<file path="src/rtl/stage_if.sv">
// stage_if: instruction-fetch stage feeding the if_id register.
// Builds each 32-bit word from four little-endian byte reads on the shared RAM port.
module stage_if #(
  parameter logic [31:0] RESET_PC = 32'h0000_0000,
  parameter int unsigned MEM_LAT  = 1
) (
  input  logic        clk,
  input  logic        rst,
  input  logic        stall_i,
  input  logic        branch_enable_i,
  input  logic [31:0] branch_addr_i,
  input  logic        mem_grant_i,
  input  logic [7:0]  mem_data_i,
  output logic        mem_rd_o,
  output logic [31:0] mem_addr_o,
  output logic [31:0] pc_o,
  output logic [31:0] inst_o,
  output logic        inst_valid_o
);

  typedef enum logic {
    FETCH,
    VALID
  } state_e;

  state_e             state_q, state_d;
  logic               run_q;
  logic [31:0]        pc_q, pc_d;
  logic [31:0]        buf_q, buf_d;
  logic [2:0]         iss_cnt_q, iss_cnt_d;
  logic [2:0]         rcv_cnt_q, rcv_cnt_d;
  logic [1:0]         drop_cnt_q, drop_cnt_d;
  logic [MEM_LAT-1:0] lat_q, lat_d;

  logic               issue;
  logic               ret;
  logic               take;
  logic [1:0]         due;

  always_comb begin
    issue = run_q && (state_q == FETCH) && mem_grant_i
         && (iss_cnt_q < 3'd4) && (drop_cnt_q == 2'd0);
    ret   = lat_q[MEM_LAT-1];
    take  = ret && (drop_cnt_q == 2'd0) && (state_q == FETCH);
    lat_d = (lat_q << 1) | MEM_LAT'(issue);

    // reads still due after this edge: all of them are stale on a redirect
    due = 2'd0;
    for (int unsigned i = 0; i < MEM_LAT; i++) begin
      due = due + {1'b0, lat_d[i]};
    end
  end

  always_comb begin
    state_d    = state_q;
    pc_d       = pc_q;
    buf_d      = buf_q;
    iss_cnt_d  = iss_cnt_q;
    rcv_cnt_d  = rcv_cnt_q;
    drop_cnt_d = drop_cnt_q;

    if (issue) begin
      iss_cnt_d = iss_cnt_q + 3'd1;
    end
    if (ret && (drop_cnt_q != 2'd0)) begin
      drop_cnt_d = drop_cnt_q - 2'd1;
    end
    if (take) begin
      buf_d[{rcv_cnt_q[1:0], 3'b000} +: 8] = mem_data_i;
      rcv_cnt_d = rcv_cnt_q + 3'd1;
      if (rcv_cnt_q == 3'd3) begin
        state_d = VALID;
      end
    end

    if (branch_enable_i) begin
      pc_d       = branch_addr_i;
      iss_cnt_d  = 3'd0;
      rcv_cnt_d  = 3'd0;
      drop_cnt_d = due;
      state_d    = FETCH;
    end else if ((state_q == VALID) && !stall_i) begin
      pc_d       = pc_q + 32'd4;
      iss_cnt_d  = 3'd0;
      rcv_cnt_d  = 3'd0;
      drop_cnt_d = 2'd0;
      state_d    = FETCH;
    end
  end

  always_ff @(posedge clk or negedge rst) begin
    if (!rst) begin
      state_q    <= FETCH;
      run_q      <= 1'b0;
      pc_q       <= RESET_PC;
      buf_q      <= 32'd0;
      iss_cnt_q  <= 3'd0;
      rcv_cnt_q  <= 3'd0;
      drop_cnt_q <= 2'd0;
      lat_q      <= '0;
    end else begin
      state_q    <= state_d;
      run_q      <= 1'b1;
      pc_q       <= pc_d;
      buf_q      <= buf_d;
      iss_cnt_q  <= iss_cnt_d;
      rcv_cnt_q  <= rcv_cnt_d;
      drop_cnt_q <= drop_cnt_d;
      lat_q      <= lat_d;
    end
  end

  assign mem_rd_o     = issue;
  assign mem_addr_o   = issue ? (pc_q + {29'd0, iss_cnt_q}) : 32'd0;
  assign pc_o         = pc_q;
  assign inst_valid_o = (state_q == VALID);
  assign inst_o       = inst_valid_o ? buf_q : 32'd0;

endmodule

</file>
<file path="config.mk">
export PLATFORM = sky130hd
export DESIGN_NAME = stage_if
export DESIGN_NICKNAME = d
export VERILOG_FILES = /design/src/rtl/stage_if.sv
export SDC_FILE = /design/constraint.sdc
export NUM_CORES = 1
export LEC_CHECK = 0
export ABC_AREA = 1
export CAP_MARGIN = 40
export CORE_ASPECT_RATIO = 1.2
export CORE_UTILIZATION = 40
export DETAILED_ROUTE_END_ITERATION = 6
export GPL_TIMING_DRIVEN = 0
export PLACE_DENSITY = 0.68
export SLEW_MARGIN = 25
export SYNTH_ARGS = -nofsm -noshare
export SYNTH_HDL_FRONTEND = slang
export SYNTH_SLANG_ARGS = --single-unit
export TNS_END_PERCENT = 5
</file>
<file path="constraint.sdc">
create_clock -name clk -period 2.33 [get_ports clk]
set_clock_uncertainty 0.05 [all_clocks]
set_input_delay 0.466 -clock clk [delete_from_list [all_inputs] [get_ports clk]]
set_output_delay 0.466 -clock clk [all_outputs]
set_load 0.05 [all_outputs]
</file>
==> results of run 1 <==
## worst max-delay path: cells and delay by family, from the launching register on
family	cells	cell delay (ns)
XOR/XNOR	1	0.16
adder cells (fa/ha/maj)	2	0.48
buffers and inverters	3	0.27
flip-flops	1	0.39
AND/OR/NAND/NOR	6	0.59
## final cells by class
cell class                      instances  area [um^2]  area share, %
Multi-Input combinational cell        619         3430           43.6
Sequential cell                        75         1890           24.0
Tap cell                              168          210           2.67
Clock inverter                          5         62.6          0.794
Clock buffer                           11          233           2.96
Buffer                                 31          179           2.27
Inverter                              100          380           4.83
Timing Repair Buffer                  152         1480           18.8
## cells by family (layout without fill, tap and decap cells)
family                     after synthesis  after routing  share of synthesized area [%]
and+or+nand+nor                        486            486                           39.2
buffers and inverters                  131            299                           9.68
AOI/OAI and AO/OA                      108            108                           11.0
DFF                                     75             75                           35.0
adders and majority gates               13             13                           3.17
xor gates and xnor gates                 8              8                           1.31
muxes                                    3              3                          0.630
other                                    1              1                         0.0699
## metrics by stage
| step | power [mW] | util [%] | hold WS, ns |
|---|---|---|---|
| global placement | 3.18 | 55.0 | 0.430 |
| finish | 4.77 | 60.0 | 0.0515 |
| global route | 4.99 | 60.0 | 0.0826 |
| CTS | 4.70 | 58.5 | 0.0606 |
| detailed placement | 3.20 | 55.2 | 0.427 |
| floorplan | 2.66 | - | 0.120 |
## flip-flops by register name, summed over array words and instances (netlist names)
signal        count
pc_o             32
iss_cnt_q         3
inst_valid_o      1
rcv_cnt_q         3
drop_cnt_q        2
lat_q             1
run_q             1
buf_q            32
## repair_timing
| action | in CTS | in global routing |
|---|---|---|
| endpoints found under the hold margin | 0 | 0 |
| pin swaps | 5 | 11 |
| endpoints found under the setup margin | 65 | 64 |
| buffers inserted | 4 | 6 |
| resized for setup | 304 | 92 |
## where the power goes
part | switching (mW) | internal [mW]
Clock | 0.598 | 0.837
Combinational | 1.05 | 0.574
Sequential | 0.208 | 1.51
## routing by layer
layer | share of wire (%) | wire [um] | vias to the layer above | track usage [%]
met1 | 40 | 7630 | 2793 | 33.6
met3 | 6.9 | 1330 | 46 | 4.41
met4 | 3.7 | 717 | 0 | 14.9
met5 | 0 | 0 | - | 0
met2 | 50 | 9590 | 249 | 48.9
li1 | - | - | 2949 | -
## cell usage in the layout, fill, tap and decap left out, drive strengths merged
| master | n |
|---|---|
| fa | 1 |
| nand3 | 65 |
| xnor2 | 1 |
| conb | 1 |
| dlygate4sd2 | 4 |
| clkinvlp | 2 |
| a211oi | 4 |
| a22oi | 1 |
| mux2 | 3 |
| clkdlybuf4s15 | 14 |
| o21a | 3 |
| o21ai | 55 |
| clkdlybuf4s50 | 75 |
| o21bai | 1 |
| xor2 | 7 |
| nor3 | 16 |
| nand4 | 17 |
| ha | 12 |
| buf | 64 |
| nor3b | 1 |
| nor2 | 137 |
| inv | 99 |
| nand3b | 2 |
| a21oi | 32 |
| clkinv | 3 |
| o211ai | 3 |
| bufinv | 1 |
| nand2 | 248 |
| clkbuf | 37 |
| a31oi | 3 |
| a22o | 1 |
| o22ai | 5 |
| dfrtp | 75 |
## worst max-delay path by stage
stage	to	cells after the start
floorplan	mem_addr_o[30]	10
global placement	pc_o[2]	1
detailed placement	mem_addr_o[9]	10
CTS	mem_addr_o[16]	12
global route	mem_addr_o[24]	12
finish	mem_addr_o[24]	12
==> out/qor.yml, run 1 <==
outcome: "finished with violations"
violations: "negative setup slack"
peakVddDrop_v: 0.000334
drive_gt1_share_pct: 22.2
port_buffers: 141
critPathArrivalTime_ns: 2.23
syn_nets: 883
post-route-period-util_pct: 118
drtIter0Drc: 312
clk_pin_slew_ns: 0.06
setup_tns_ns: -8.53
synth_top_area_share_pct: 35.0
cp.required_ns: 1.81
fillCellCount: 1282
crit_path_start: "iss_cnt_q[0]"
fin_area_um2: 7880
worst_path_largest_cell_delay_ns: 0.39
fmax_mhz: 364
routabilityCongestion: 0.933
ys_seq_area_share_pct: 35.0
synth-edff-count: 0
hold_viol: 0
syn_avg_cell_area_um2: 6.50
die_area_um2: 13900
critPathLaunchType: "register"
timing.final.max_slew_violations: 0
start_util_pct: 40.9
die_h_um: 129
synth_cell_types: 38
grt_usage_pct: 28.3
first_global_vias: 5858
synth_largest_area_cell: "dfrtp_1"
rsz0062_at_grt: "yes"
synth-seq-cells: 75
r2r_setup_slack_ns: 0.32
min_path_type: "input port to asynchronous set/reset pin"
slew_headroom_pct: 50.5
finalNonFillerCells: 1161
antenna_found_initial: 0
layout.nets: 1046
gr-total-overflow: 0
tightest_slew_ns: 0.743
synth.area.top_cells: "dfrtp_1 (35%), nand2_1 (17%), nor2_1 (8.0%)"
vias_per_cell: 5.20
grt_pass1_wl_mm: 29.8
clk-insertion-delay-late_ns: 0.34
fin_crit_ns: 2.75
hpwl_mm: 14.3
coreArea_um2: 13100
setup_ws_ns: -0.420
ios: 143
fp-row-count: 46
place_ws_ns: -1.03
syn_inst: 825
cts_sinks: 75
area_delta_synth_final_pct: 46.9
setup_viol: 32
htree_levels: 3
vias: 6037
cts_hold_buf: 0
drt-total-wl_mm: 19.3
r2r_cells: 7
grt_max_degree: 41
synthTopCellsByCount: "nand2_1 (241), nor2_1 (114), inv_1 (96)"
cp_slowest_cell: "dfrtp_1"
synth_area_um2: 5360
die_x_um: 108
firstDrtPassIters: 5
wl_per_cell_um: 16.6
drc: 0
crit-reg2reg-launch: "rcv_cnt_q[0]"
antenna_left: 0
dominantRegCellSynth: "dfrtp_1"
cts-root-buf: "clkbuf_16"
r2r-end: "buf_q[31]"
antenna_cells: 0
crit_type: "register to output pin"
cts_buffers: 9
ys.warnings.count: 0
p_leak_nw: 3.55
worstPathMaxFanout: 4
post-place-cells: 1135
power_density_nw_per_um2: 606
cap_violations: 0
clockBufferDepth: 2
async_reset_ff_share_pct: 100
cts_tree: "done"
worst_setup_path_end_kind: "output pin"
path_cells: "ha_4, inv_2, fa_2, inv_2, nand2_2, nand2_4, nand2_4, nor2_4, nand2_2, xor2_2, nor2_4, buf_8"
synth.most_common_cell: "nand2_1"
place_area_um2: 7240
No activity file was read; power rests on OpenSTA's default activity.
==> run 2: changes to the inputs <==
--- a/config.mk
+++ b/config.mk
@@ -16,4 +16,4 @@
 export SYNTH_ARGS = -nofsm -noshare
 export SYNTH_HDL_FRONTEND = slang
 export SYNTH_SLANG_ARGS = --single-unit
-export TNS_END_PERCENT = 5
+export TNS_END_PERCENT = 50
==> constraint.sdc (replaced) <==
create_clock -name clk -period 2.8 [get_ports clk]
set_clock_uncertainty 0.05 [all_clocks]
set_input_delay 0.56 -clock clk [delete_from_list [all_inputs] [get_ports clk]]
set_output_delay 0.56 -clock clk [all_outputs]
set_load 0.05 [all_outputs]
==> run 2 against run 1 <==
Effect of this change:
- the run still ends with negative setup slack left
- worst setup slack improved by 0.37 ns
- cell count is the same
- hold slack gained 0.030 ns
- register-to-register slack gained 0.26 ns
- critical path depth unchanged
- largest cell class unchanged
- largest power group unchanged
==> out/qor.yml, run 2 (synthesis gave the netlist of run 1 again) <==
outcome: "finished with violations"  # unchanged
violations: "negative setup slack"  # unchanged
start_util_pct: 40.9  # unchanged
layout.nets: 1046  # unchanged
clk_pin_slew_ns: 0.07  # was 0.06 ns
ios: 143  # unchanged
timing.final.max_slew_violations: 0  # unchanged
wl_per_cell_um: 16.7  # was 16.6 um
p_int_mw: 2.39  # was 2.92 mW
slew_headroom_pct: 47.7  # was 50.5%
path_cells: "ha_4, inv_2, fa_2, inv_2, nand2_2, nand2_4, nand2_4, nor2_4, nand2_2, xor2_2, nor2_4, buf_8"  # unchanged
worst_path_largest_cell_delay_ns: 0.40  # was 0.39 ns
seq_power_share_pct: 36.4  # was 35.9%
gr-total-overflow: 0  # unchanged
peakVddDrop_v: 0.000287  # was 0.000334 V
switching_share_pct: 38.8  # was 38.9%
fillCellCount: 1299  # was 1282
antenna_cells: 0  # unchanged
crit_buf_inv: 3  # unchanged
setup_ws_ns: -0.0547  # was -0.420 ns
mostFrequentLayoutCells: "nand2_1 (232), inv_1 (93), nor2_1 (93)"  # was nand2_1 (228), inv_1 (92), nor2_1 (85)
r2r_setup_slack_ns: 0.58  # was 0.32 ns
cap_violations: 0  # unchanged
hpwl_mm: 14.5  # was 14.3 mm
die_area_um2: 13900  # unchanged
post-route-period-util_pct: 102
area_delta_synth_final_pct: 43.5  # was 46.9%
fmax_mhz: 350
port_buffers: 141  # unchanged
grt_pass1_wl_mm: 30.3  # was 29.8 mm
worstPathMaxFanout: 4  # unchanged
critPathArrivalTime_ns: 2.24  # was 2.23 ns
drt-total-wl_mm: 19.4  # was 19.3 mm
die_x_um: 108  # unchanged
coreArea_um2: 13100  # unchanged
combPwrFrac_pct: 33.0  # was 34.0%
drc: 0  # unchanged
critPathLaunchType: "register"  # unchanged
first_global_vias: 5801  # was 5858
p_leak_nw: 3.60  # was 3.55 nW
cts_tree: "done"  # unchanged
clk-insertion-delay-late_ns: 0.34  # about the same
vias: 6046  # was 6037
setup_tns_ns: -0.180  # was -8.53 ns
antenna_left: 0  # unchanged
cp_slowest_cell: "dfrtp_1"  # unchanged
crit_family: "simple AND/OR/NAND/NOR gates"  # unchanged
cts_buffers: 9  # unchanged
firstDrtPassIters: 5  # unchanged
routabilityCongestion: 0.924  # was 0.933
fp-row-count: 46  # unchanged
vias_per_cell: 5.21  # was 5.20
drtIter0Drc: 350  # was 312
clockBufferDepth: 2  # unchanged
cts_sinks: 75  # unchanged
antenna_found_initial: 0  # unchanged
die_h_um: 129  # unchanged
cp.required_ns: 2.19  # was 1.81 ns
grt_max_degree: 54  # was 41
hold_viol: 0  # unchanged
min_path_type: "input port to asynchronous set/reset pin"  # unchanged
final_common_cell: "nand2_1"  # unchanged
rsz0062_at_grt: "yes"  # unchanged
worst_setup_path_end_kind: "output pin"  # unchanged
fin_crit_ns: 2.85
grt_usage_pct: 29.1  # was 28.3%
power_density_nw_per_um2: 508  # was 606 nW/um^2
crit_type: "register to output pin"  # unchanged
cts-root-buf: "clkbuf_16"  # unchanged
switchingPower_mw: 1.52  # was 1.86 mW
setup_viol: 7  # was 32
htree_levels: 3  # unchanged
clkPwrFrac_pct: 30.6  # was 30.1%
drive_gt1_share_pct: 18.5  # was 22.2%
whs_ns: 0.0816  # was 0.0515 ns
tightest_slew_ns: 0.779  # was 0.743 ns
[run 2: changes by cell type in the layout (fill, tap and decap cells not counted), sizes merged]
cell / previous run / this run
buf: 64 / 56
clkbuf: 37 / 29
clkdlybuf4s15: 14 / 2
clkdlybuf4s50: 75 / 77
clkinv: 3 / 2
dlygate4sd2: 4 / 30
inv: 99 / 100
[run 2: final timing paths]
check | from | to | cells after the start
max in group asynchronous | rst | pc_o[15] | 2
hold / removal | rst | pc_o[28] | 1
hold reg to reg | buf_q[12] | buf_q[12] | 1
setup reg to reg | rcv_cnt_q[0] | buf_q[5] | 7
min in group clk | buf_q[12] | buf_q[12] | 1
setup / recovery | iss_cnt_q[0] | mem_addr_o[24] | 12
[run 2: what timing repair did]
action                     in CTS  in global routing
pin swaps                      10                 16
setup buffers                   5                  5
hold buffers                    0                  0
setup endpoints to repair      63                 30
gates resized for setup       263                 52
hold endpoints to repair        0                  0
cloned                          0                  0
[run 2: per-stage QoR]
stage | cells | power, mW | setup slack [ns] | instance area, um^2 | utilization (%)
3_5_place_dp | 1135 | 2.63 | -0.749 | 7120 | 54.3
3_3_place_gp | 1134 | 2.62 | -2.01 | 7100 | 54.1
5_1_grt | 1161 | 4.11 | -0.156 | 7700 | 58.7
6_report | 1161 | 3.91 | -0.0547 | 7700 | 58.7
4_1_cts | 1156 | 3.89 | -0.109 | 7550 | 57.6
2_1_floorplan | 825 | 2.18 | -0.157 | 5480 | -
[run 2: power by group through the flow]
stage | Combinational [mW] | Sequential (mW) | Clock, mW
5_1_grt | 1.40 | 1.45 | 1.27
3_3_place_gp | 1.19 | 1.43 | 0
3_5_place_dp | 1.20 | 1.43 | 0
2_1_floorplan | 0.608 | 1.58 | 0
6_report | 1.29 | 1.42 | 1.20
4_1_cts | 1.26 | 1.42 | 1.22
[run 2: area by class of cell]
cell class	instances	area [um^2]	share of cell area [%]
clock inverters	5	62.6	0.813
multi-input cells	619	3310	43.0
plain buffers	31	156	2.03
well taps	168	210	2.73
repair buffers	152	1460	18.9
clock buffers	11	233	3.02
inverters	100	375	4.88
flip-flops and latches	75	1900	24.6
[run 2: per-layer routing]
| layer | part of all wire [%] | up-vias | GRT usage (%) |
|---|---|---|---|
| met3 | 6.5 | 56 | 3.29 |
| met4 | 4.8 | 0 | 14.8 |
| met5 | 0 | - | 0 |
| met1 | 40 | 2766 | 35.9 |
| li1 | - | 2954 | - |
| met2 | 48 | 270 | 49.8 |
